## config.mk

```make
export PLATFORM = sky130hd
export DESIGN_NAME = demux1_5_sched
export DESIGN_NICKNAME = d
export VERILOG_FILES = /design/src/rtl/cache_pkg.sv /design/src/rtl/lane_onehot_dec.sv /design/src/rtl/demux1_5_sched.sv
export SDC_FILE = /design/constraint.sdc
export NUM_CORES = 1
export LEC_CHECK = 0
export BUFFER_PORTS_ARGS = -buffer_cell sky130_fd_sc_hd__buf_2
export CAP_MARGIN = 20
export CORE_MARGIN = 5
export CORE_UTILIZATION = 47
export CTS_BUF_LIST = sky130_fd_sc_hd__clkbuf_8
export CTS_CLUSTER_DIAMETER = 200
export CTS_CLUSTER_SIZE = 30
export DETAILED_ROUTE_END_ITERATION = 12
export GPL_TIMING_DRIVEN = 0
export PLACE_DENSITY = 0.86
export RECOVER_POWER = 50
export SLEW_MARGIN = 20
export SYNTH_ARGS = -nofsm -noshare
export SYNTH_HDL_FRONTEND = slang
export SYNTH_SLANG_ARGS = --single-unit
```

## constraint.sdc

```tcl
create_clock -name clk -period 1.9 [get_ports clk]
set_input_delay 0.19 -clock clk [delete_from_list [all_inputs] [get_ports clk]]
set_output_delay 0.19 -clock clk [all_outputs]
set_load 0.05 [all_outputs]
```

## src/rtl/cache_pkg.sv

```systemverilog
// Shared cache lane definitions: lane count, select width and demux state encoding.
package cache_pkg;

  localparam int NUM_LANES = 5;
  localparam int SEL_W     = 3;

  typedef logic [SEL_W-1:0] lane_sel_t;

  typedef enum logic {EMPTY, FULL} demux_state_t;

endpackage

```

## src/rtl/lane_onehot_dec.sv

```systemverilog
// Combinational lane select -> one-hot decoder with illegal flag; zero latency, no flow control.
module lane_onehot_dec
  import cache_pkg::*;
(
  input  lane_sel_t              i_sel,
  output logic [NUM_LANES-1:0]   o_onehot,
  output logic                   o_illegal
);

  always_comb begin
    o_onehot = '0;
    for (int k = 0; k < NUM_LANES; k++) begin
      o_onehot[k] = (i_sel == lane_sel_t'(k));
    end
    o_illegal = ~|o_onehot;
  end

endmodule

```

## src/rtl/demux1_5_sched.sv

```systemverilog
// 1:5 write demux with one-entry registered output stage; latency 1, full throughput.
// Backpressure from the selected lane only; illegal selects always drain. Option: DEMUX1_5_DROPCNT_EN.
module demux1_5_sched
  import cache_pkg::*;
#(
  parameter int N = 16
`ifdef DEMUX1_5_DROPCNT_EN
  ,
  parameter int CNT_W = 8
`endif
) (
  input  logic                 clk,
  input  logic                 rst,
  input  logic [N-1:0]         in_data,
  input  lane_sel_t            in_sel,
  input  logic                 in_valid,
  output logic                 in_ready,
  output logic [N-1:0]         out_data,
  output logic [NUM_LANES-1:0] out_valid,
  input  logic [NUM_LANES-1:0] out_ready,
  output logic                 err_drop
`ifdef DEMUX1_5_DROPCNT_EN
  ,
  output logic [CNT_W-1:0]     drop_cnt
`endif
);

  demux_state_t         r_state;
  demux_state_t         w_state_nxt;
  logic [N-1:0]         r_out_data;
  logic [NUM_LANES-1:0] r_out_valid;
  logic                 r_err_drop;
  logic [NUM_LANES-1:0] w_onehot;
  logic                 w_illegal;
  logic                 w_lane_fire;
  logic                 w_in_ready;
  logic                 w_legal_acc;
  logic                 w_illegal_acc;

  lane_onehot_dec u_dec (
    .i_sel     (in_sel),
    .o_onehot  (w_onehot),
    .o_illegal (w_illegal)
  );

  assign w_lane_fire   = |(r_out_valid & out_ready);
  // Illegal words bypass the register, so they never wait on a lane.
  assign w_in_ready    = (r_state == EMPTY) || w_illegal || w_lane_fire;
  assign w_legal_acc   = in_valid && w_in_ready && !w_illegal;
  assign w_illegal_acc = in_valid && w_illegal;

  always_comb begin
    w_state_nxt = r_state;
    case (r_state)
      EMPTY: if (w_legal_acc) w_state_nxt = FULL;
      FULL:  if (w_lane_fire && !w_legal_acc) w_state_nxt = EMPTY;
    endcase
  end

  always_ff @(posedge clk) begin
    if (rst) begin
      r_state     <= EMPTY;
      r_out_valid <= '0;
      r_out_data  <= '0;
      r_err_drop  <= 1'b0;
    end else begin
      r_state    <= w_state_nxt;
      r_err_drop <= w_illegal_acc;
      if (w_legal_acc) begin
        r_out_data  <= in_data;
        r_out_valid <= w_onehot;
      end else if (w_lane_fire) begin
        r_out_valid <= '0;
      end
    end
  end

`ifdef DEMUX1_5_DROPCNT_EN
  logic [CNT_W-1:0] r_drop_cnt;

  always_ff @(posedge clk) begin
    if (rst) begin
      r_drop_cnt <= '0;
    end else if (w_illegal_acc && (r_drop_cnt != '1)) begin
      r_drop_cnt <= r_drop_cnt + 1'b1;
    end
  end

  assign drop_cnt = r_drop_cnt;
`endif

  assign in_ready  = w_in_ready;
  assign out_data  = r_out_data;
  assign out_valid = r_out_valid;
  assign err_drop  = r_err_drop;

endmodule

```

# Word-level counts from Yosys, hierarchy flattened
# Cells that the tools add are included.
word_totals:
  output_inout_bits: 23
  wordCells: 27
  inputBits: 27
  reg_bits: 23
op_classes:
  reduce_logical: 12
  bitwise_logic: 2
  eq_ne: 4
  muxes: 5
ops:
  columns: ["op", "count"]
  rows:
  - ["$mux W5", 2]
  - ["$reduce_or A5 Y1", 2]
  - ["$eq A3 B2 Y1 const B", 2]
  - ["$and A5 B5 Y5", 1]
  - ["$logic_and A1 B1 Y1", 4]
  - ["$eq A3 B1 Y1 const B", 1]
  - ["$eq A3 B3 Y1 const B", 1]
  - ["$logic_not A3 Y1", 1]
  - ["$logic_not A1 Y1", 2]
  - ["$logic_or A1 B1 Y1", 2]
  - ["$mux W1", 2]
  - ["$pmux W1 S2", 1]
  - ["$reduce_bool A2 Y1", 1]
  - ["$not A1 Y1", 1]

# Longest topological paths before layout
# Gate-level depths: netlist of run 1.
logic_depth:
  depth_word: 11
  depth_mapped: 4
  depth_no_buf: 3

# Cells and area by module
# From an unflattened synthesis of run 1, not the netlist that was laid out.
unflattened:
  cells_unflattened: 98
  hier_area_um2: 1023.5
modules_own_cells:
  columns: ["mod", "area_per_inst_um2", "instances", "cells_each", "seq_area_each_um2"]
  rows:
  - ["demux1_5_sched", 978.4, 1, 92, 460.4]
  - ["lane_onehot_dec", 45.0, 1, 6, 0.0]

# Worst setup path before layout of run 1
# No wires, ideal clock.
synth_timing:
  path_kind: "register to output"
  startpoint: "register r_out_valid[0], in the netlist out_valid[0]"
  endpoint: "output port in_ready"
  t_arrival_ns: 1.855
  path_stages_with_launch: 3
  required_time_ns: 1.710
  path_buffers: 0
  slack_ns: -0.145
  path_cell_list: "dfxtp_1 > a222oi_1 > nand4_1"
synth_via:
  elab_chain_len: 3
synth_lines:
  columns: ["item", "line_no", "text"]
  rows:
  - ["from (decl)", "demux1_5_sched.sv:31", "logic [NUM_LANES-1:0] r_out_valid;"]
  - ["from (signal assigned)", "demux1_5_sched.sv:71", "r_out_valid <= w_onehot;"]
  - ["$and A5 B5 Y5", "demux1_5_sched.sv:46", "assign w_lane_fire = |(r_out_valid & out_ready);"]
  - ["$reduce_or A5 Y1", "demux1_5_sched.sv:46", null]
  - ["$logic_or A1 B1 Y1", "demux1_5_sched.sv:48", "assign w_in_ready = (r_state == EMPTY) || w_illegal || w_lane_fire;"]
  - ["to (decl)", "demux1_5_sched.sv:17", "output logic in_ready,"]
# Every way passes these cells.

# Worst setup path after layout of run 1
layout_timing:
  startpoint: "register r_out_valid[0], in the netlist out_valid[0]"
  endpoint: "register r_out_data[15], in the netlist out_data[15]"
layout_via:
  elab_chain_len: 5
layout_lines:
  columns: ["item", "line_no", "text"]
  rows:
  - ["$and A5 B5 Y5", "demux1_5_sched.sv:46", null]
  - ["$reduce_or A5 Y1", "demux1_5_sched.sv:46", null]
  - ["$logic_or A1 B1 Y1", "demux1_5_sched.sv:48", null]
  - ["$logic_and A1 B1 Y1 (2 in series)", "demux1_5_sched.sv:49", "assign w_legal_acc = in_valid && w_in_ready && !w_illegal;"]
  - ["to (signal assigned)", "demux1_5_sched.sv:70", "r_out_data <= in_data;"]
  - ["to (decl)", "demux1_5_sched.sv:30", "logic [N-1:0] r_out_data;"]
# Every way passes these cells.
# A chain may end at the register's enable or synchronous reset.

==> results of run 1 <==
[cells by family after synthesis]
logic type,count (synthesis)
compound gates,14
buf+inv,7
flops,23
mux,16
simple gates,38
[how the worst max path moves through the flow]
stage / endpoint / slack (ns) / startpoint / cells after the start
4_1_cts: out_data[9] / 0.25 / out_valid[0] / 5
2_1_floorplan: in_ready / -0.02 / out_valid[0] / 2
5_1_grt: out_data[7] / 0.15 / out_valid[1] / 4
3_3_place_gp: out_data[4] / 0.02 / out_valid[0] / 4
3_5_place_dp: out_data[9] / -0.05 / out_valid[0] / 4
6_report: out_data[15] / 0.24 / out_valid[0] / 5
[state kept, by name, indices dropped and copies added, names as in the netlist]
name       flops
err_drop       1
out_data      16
out_valid      5
r_state        1
[per-layer routing]
| layer | routed length [um] | global-route usage [%] |
|---|---|---|
| met4 | 0 | 5.08 |
| met5 | 0 | 0 |
| met3 | 227 | 4.83 |
| met1 | 1010 | 17.2 |
| met2 | 1070 | 25.2 |
[worst reg2reg max path: cells and delay by family (launching register included)]
family,cells,cell delay [ns]
AOI/OAI and AO/OA,2,0.62
buffers and inverters,2,0.42
DFF,1,0.36
muxes,1,0.20
[per-stage QoR]
step / area, um^2 / hold WS, ns / setup slack [ns] / power (mW)
floorplan: 1030 / 0.330 / -0.0238 / 0.713
global placement: 1310 / 0.450 / 0.0184 / 0.781
detailed placement: 1310 / 0.460 / -0.0508 / 0.788
CTS: 1370 / 0.181 / 0.245 / 1.08
global route: 1340 / 0.192 / 0.153 / 1.11
finish: 1340 / 0.187 / 0.244 / 1.06
[cell usage after synthesis]
master    count  area [um^2]
a21oi_1       1         5.00
nor3_1        1         5.00
a311oi_4      1         26.3
inv_1         3         11.3
nand2_1       1         3.75
o21a_1        1         7.51
dfxtp_1      23          460
nor2_1        1         3.75
clkbuf_1      3         11.3
a221oi_1      1         8.76
a22oi_1       1         7.51
a32o_1        5         50.1
a311oi_1      1         8.76
o21ai_0       1         5.00
nand3_1       1         5.00
a222oi_1      1         10.0
buf_6         1         11.3
nand4_1       1         6.26
mux2i_1      16          160
nand2b_1     33          206
o311a_2       1         11.3
[power groups by stage]
stage / combinational [mW] / clock [mW] / sequential (mW)
after floorplan: 0.0908 / 0 / 0.622
after global placement: 0.247 / 0 / 0.534
final: 0.245 / 0.286 / 0.525
after global routing: 0.261 / 0.320 / 0.529
after detailed placement: 0.253 / 0 / 0.535
after CTS: 0.254 / 0.298 / 0.524
[cell type report]
cell class | count | area share [%]
Buffer | 4 | 1.68
Timing Repair Buffer | 50 | 16.7
Inverter | 3 | 0.842
Clock inverter | 1 | 0.281
Multi-Input combinational cell | 68 | 39.7
Tap cell | 28 | 2.62
Clock buffer | 3 | 3.09
Sequential cell | 23 | 35.1
[what timing repair did]
item                                    in CTS  in global routing
buffers inserted                             1                  0
hold buffers                                 0                  0
endpoints found under the setup margin      11                  0
==> qor.csv, run 1 <==
stage,metric,value,unit
clock_tree,ctsResizeCount,0,
job,cap_violations,0,
synthesis,synth_cell_type_count,21,
layout,fin_cells,180,
detailed_routing,dr.pass1.iters,4,
placement,post-place-cells,175,
outcome,status,"complete, no violations",
worst_setup_path,critPathTopFamily,compound AO/OA/AOI/OAI gates,
worst_setup_path,reg2reg_depth,5,
detailed_routing,drtIter0Drc,26,
sta,final_max_slew_viol_count,0,
clock_tree,cts_tree,yes,
pwr,ir_worst_vdd,0.559,mV
die,start_util,47.7,%
worst_setup_path,critical-path-max-stage-delay,0.53,ns
synthesis,yosys.area_share.simple,22.5,%
sta,fin_setup_tns,0,ns
detailed_routing,post_drt_wl_per_cell,12.8,um
placement,place.gp.congestion,0.767,
worst_setup_path,r2r-start,out_valid[0],
die,coreArea,0.00215,mm^2
die,design.die.area,0.00321,mm^2
clock_tree,clock_sinks,23,
sta,rsz0062_at_grt,no,
die,io-pin-count,50,
worst_setup_path,path_cells,"a222oi_1, buf_4, a311oi_4, buf_6, mux2i_1",
min_path,worst_hold_path_type,input port to flop,
sta,slew_headroom,58.8,%
clock_tree,clk_latency,0.26,ns
synthesis,yosys_warnings,0,
worst_setup_path,endpoint_kind,flop,
synthesis,synth_nets,125,
synthesis,synth_fa_ha_area_share,0,%
layout,multi_input_area,531,um^2
layout,drive_gt1_share,25.0,%
grt,grt_start_max_net_pins,13,
pwr,netSwitchingFraction,30.6,%
layout,register_area,469,um^2
die,die_w,56.7,um
min_path,hold_path_startpoint,in_data[10],
synthesis,synthCells,98,
pwr,seq_power_share,49.7,%
sta,finalCritPeriodShare,87.2,%
worst_setup_path,crit_path_top_delay_cell,a311oi_4,
detailed_routing,ant_nets,0,
pwr,internal_power,0.733,mW
grt,antenna_found_initial,0,
placement,dp_hpwl,1.85,mm
synthesis,syn-cell-area,0.00102,mm^2
pwr,p_per_area,790,mW/mm^2
sta,final_hold_viol_count,0,
worst_setup_path,critPathBufInv,2,
clock_tree,clk_pin_slew,0.08,ns
worst_setup_path,cp-start-kind,flop,
grt,grt_pass1_wl,3.91,mm
placement,portBuffers,49,
clock_tree,clock_path_buffers,2,
detailed_routing,viasPerCell,5.02,
layout,layout_commonest_cell,nand2b_1,
synthesis,yosysSeqAreaShare,44.9,%
worst_setup_path,worstPathMaxFanout,10,
layout,layout.nets,180,
detailed_routing,vias,903,
pwr,p_clk_share,27.1,%
clock_tree,htree_levels,1,
synthesis,synth_seq_cells,23,
worst_setup_path,r2r-end,out_data[15],
detailed_routing,drc_errors,0,
layout,fillers,206,
pwr,comb_power_share,23.2,%
worst_setup_path,path_class,flop to flop,
synthesis,synth.avg_cell_area,10.5,um^2
grt,grt_pass1_vias,936,
sta,max_freq,604,MHz
sta,min_period,1.66,ns
clock_tree,cts-root-buf,clkbuf_8,
synthesis,synth-xor-area-share,0,%
pwr,leakage,0.535,nW
worst_setup_path,critical_path_arrival,1.84,ns
synthesis,synth-compound-area-share,13.7,%
synthesis,synth_top_family_by_area,simple AND/OR/NAND/NOR gates,
die,die_h,56.7,um
detailed_routing,drt-total-wl,2.31,mm
pwr,switchingPower,0.323,mW
layout,diodes,0,
die,core.rowCount,17,
clock_tree,cts_buffers,3,
min_path,hold_path_depth,3,
sta,tightest_slew,0.620,ns
worst_setup_path,rrSetupSlack,0.24,ns
worst_setup_path,crit_required,2.09,ns
grt,grt-ovfl-total,0,
layout,final_cell_mix,"nand2b_1 (33), clkbuf_1 (26), buf_2 (26)",
min_path,hold_end,out_data[10],
layout,synthToLayoutAreaGrowth,30.5,%
grt,grt_usage,14.8,%
sta,setup-violations-final,0,
layout,finish.utilization,62.3,%
sta,skew,0.00154,ns
synthesis,synthMuxAreaShare,15.6,%
Power figures use the tool's default switching activity.
==> run 2: changes to the inputs <==
Settings changed: REMOVE_ABC_BUFFERS from default to 1.
==> qor.csv, run 2 (synthesized netlist as in run 1, its figures left out) <==
stage,metric,value,unit,change
sta,tightest_slew,0.986,ns,was 0.620 ns
worst_setup_path,rrSetupSlack,0.44,ns,was 0.24 ns
placement,post-place-cells,171,,was 175
die,coreArea,0.00215,mm^2,unchanged
placement,place.gp.congestion,0.780,,was 0.767
sta,final.setup.worst_slack,0.253,ns,was 0.244 ns
worst_setup_path,crit_path_top_delay_cell,a222oi_1,,was a311oi_4
sta,final_hold_viol_count,0,,unchanged
placement,pre_cts_ws,-0.0410,ns,was -0.0508 ns
sta,min_period,1.65,ns,was 1.66 ns
worst_setup_path,endpoint_kind,output pin,,was flop
sta,slew_headroom,34.3,%,was 58.8%
worst_setup_path,path_cells,"a222oi_1, buf_4, nand4_1, buf_2",,"was a222oi_1, buf_4, a311oi_4, buf_6, mux2i_1"
layout,final_cell_mix,"nand2b_1 (33), buf_2 (26), dfxtp_1 (23), clkbuf_1 (23), mux2i_1 (16)",,"was nand2b_1 (33), clkbuf_1 (26), buf_2 (26)"
layout,fin_cells,179,,was 180
clock_tree,clk_pin_slew,0.08,ns,about the same
grt,grt_start_max_net_pins,36,,was 13
layout,layout.nets,179,,was 180
pwr,ir_worst_vdd,0.752,mV,was 0.559 mV
sta,max_freq,607,MHz,was 604 MHz
job,cap_violations,0,,unchanged
detailed_routing,drtIter0Drc,32,,was 26
grt,grt_pass1_vias,879,,was 936
layout,register_area,460,um^2,was 469 um^2
layout,layout_commonest_cell,nand2b_1,,unchanged
clock_tree,postCtsHoldBufs,0,,unchanged
sta,fin_hold_ws,0.188,ns,was 0.187 ns
clock_tree,clock_sinks,23,,unchanged
worst_setup_path,cp-start-kind,flop,,unchanged
placement,placed_area,0.00128,mm^2,was 0.00131 mm^2
die,die_h,56.7,um,unchanged
pwr,leakage,0.539,nW,was 0.535 nW
layout,diodes,0,,unchanged
clock_tree,htree_levels,1,,unchanged
detailed_routing,dr.pass1.iters,4,,unchanged
die,core.rowCount,17,,unchanged
grt,grt_pass1_wl,3.78,mm,was 3.91 mm
outcome,status,"complete, no violations",,unchanged
layout,fillers,214,,was 206
detailed_routing,post_drt_wl_per_cell,12.9,um,was 12.8 um
grt,antenna_found_initial,0,,unchanged
detailed_routing,vias,911,,was 903
worst_setup_path,critPathTopFamily,buffers and inverters,,was compound AO/OA/AOI/OAI gates
pwr,p_per_area,794,mW/mm^2,was 790 mW/mm^2
clock_tree,clock_path_buffers,2,,unchanged
detailed_routing,drt-total-wl,2.30,mm,was 2.31 mm
layout,drive_gt1_share,23.8,%,was 25.0%
clock_tree,cts-root-buf,clkbuf_8,,unchanged
placement,portBuffers,49,,unchanged
sta,fin_setup_tns,0,ns,unchanged
layout,largest_reg_flops,16,,unchanged
worst_setup_path,critical_path_arrival,1.46,ns,was 1.84 ns
layout,synthToLayoutAreaGrowth,31.0,%,was 30.5%
detailed_routing,viasPerCell,5.09,,was 5.02
clock_tree,clk_latency,0.26,ns,about the same
layout,multi_input_area,531,um^2,unchanged
detailed_routing,drc_errors,0,,unchanged
die,design.die.area,0.00321,mm^2,unchanged
die,die_w,56.7,um,unchanged
grt,grt-ovfl-total,0,,unchanged
pwr,finalPower,1.07,mW,was 1.06 mW
clock_tree,cts_buffers,3,,unchanged
sta,final_max_slew_viol_count,0,,unchanged
layout,finish.utilization,62.5,%,was 62.3%
detailed_routing,ant_nets,0,,unchanged
grt,grt_usage,14.3,%,was 14.8%
sta,setup-violations-final,0,,unchanged
die,io-pin-count,50,,unchanged
min_path,worst_hold_path_type,input port to flop,,unchanged
layout,fin_area,0.00134,mm^2,about the same
worst_setup_path,critical-path-max-stage-delay,0.34,ns,was 0.53 ns
worst_setup_path,critPathBufInv,2,,unchanged
sta,rsz0062_at_grt,no,,unchanged
worst_setup_path,worstPathMaxFanout,4,,was 10
worst_setup_path,path_class,flop to output pin,,was flop to flop
die,start_util,47.7,%,unchanged
sta,finalCritPeriodShare,86.7,%,was 87.2%
sta,skew,0.00142,ns,was 0.00154 ns
clock_tree,cts_tree,yes,,unchanged
worst_setup_path,crit_required,1.71,ns,was 2.09 ns
## run 2: metal layers
| metal | vias up | GRT usage, % | part of all wire (%) |
|---|---|---|---|
| li1 | 451 | - | - |
| met1 | 409 | 18.4 | 41 |
| met2 | 48 | 23.8 | 47 |
| met3 | 3 | 4.60 | 12 |
| met4 | 0 | 2.03 | 0.35 |
| met5 | - | 0 | 0 |
## run 2: what timing repair did
| item | in CTS | in global routing |
|---|---|---|
| buffers inserted | 4 | 0 |
| gates resized for setup | 0 | 0 |
| endpoints found under the setup margin | 17 | 0 |
## run 2: worst min-delay path: stages
cell and delay [ns]:
buf_2 0.10, nand2b_1 0.06, mux2i_1 0.06
## run 2: power by group
group / internal, mW / switching [mW] / leakage [nW] / total [mW]
sequential: 0.509 / 0.0164 / 0.188 / 0.525
combinational: 0.0857 / 0.165 / 0.325 / 0.251
clock: 0.146 / 0.143 / 0.0255 / 0.289
## run 2: worst paths after layout
check	start	to	depth (start not counted)
worst min register to register	out_data[7]	out_data[7]	2
worst min-delay path	in_data[7]	out_data[7]	3
worst max register to register	out_valid[0]	out_valid[0]	4
worst max-delay path	out_valid[0]	in_ready	4
## run 2: layout make-up
cell class / count / area share [%]
Clock buffer: 3 / 3.08
Clock inverter: 1 / 0.373
Inverter: 3 / 0.839
Multi-Input combinational cell: 68 / 39.5
Sequential cell: 23 / 34.3
Tap cell: 28 / 2.61
Timing Repair Buffer: 53 / 19.3
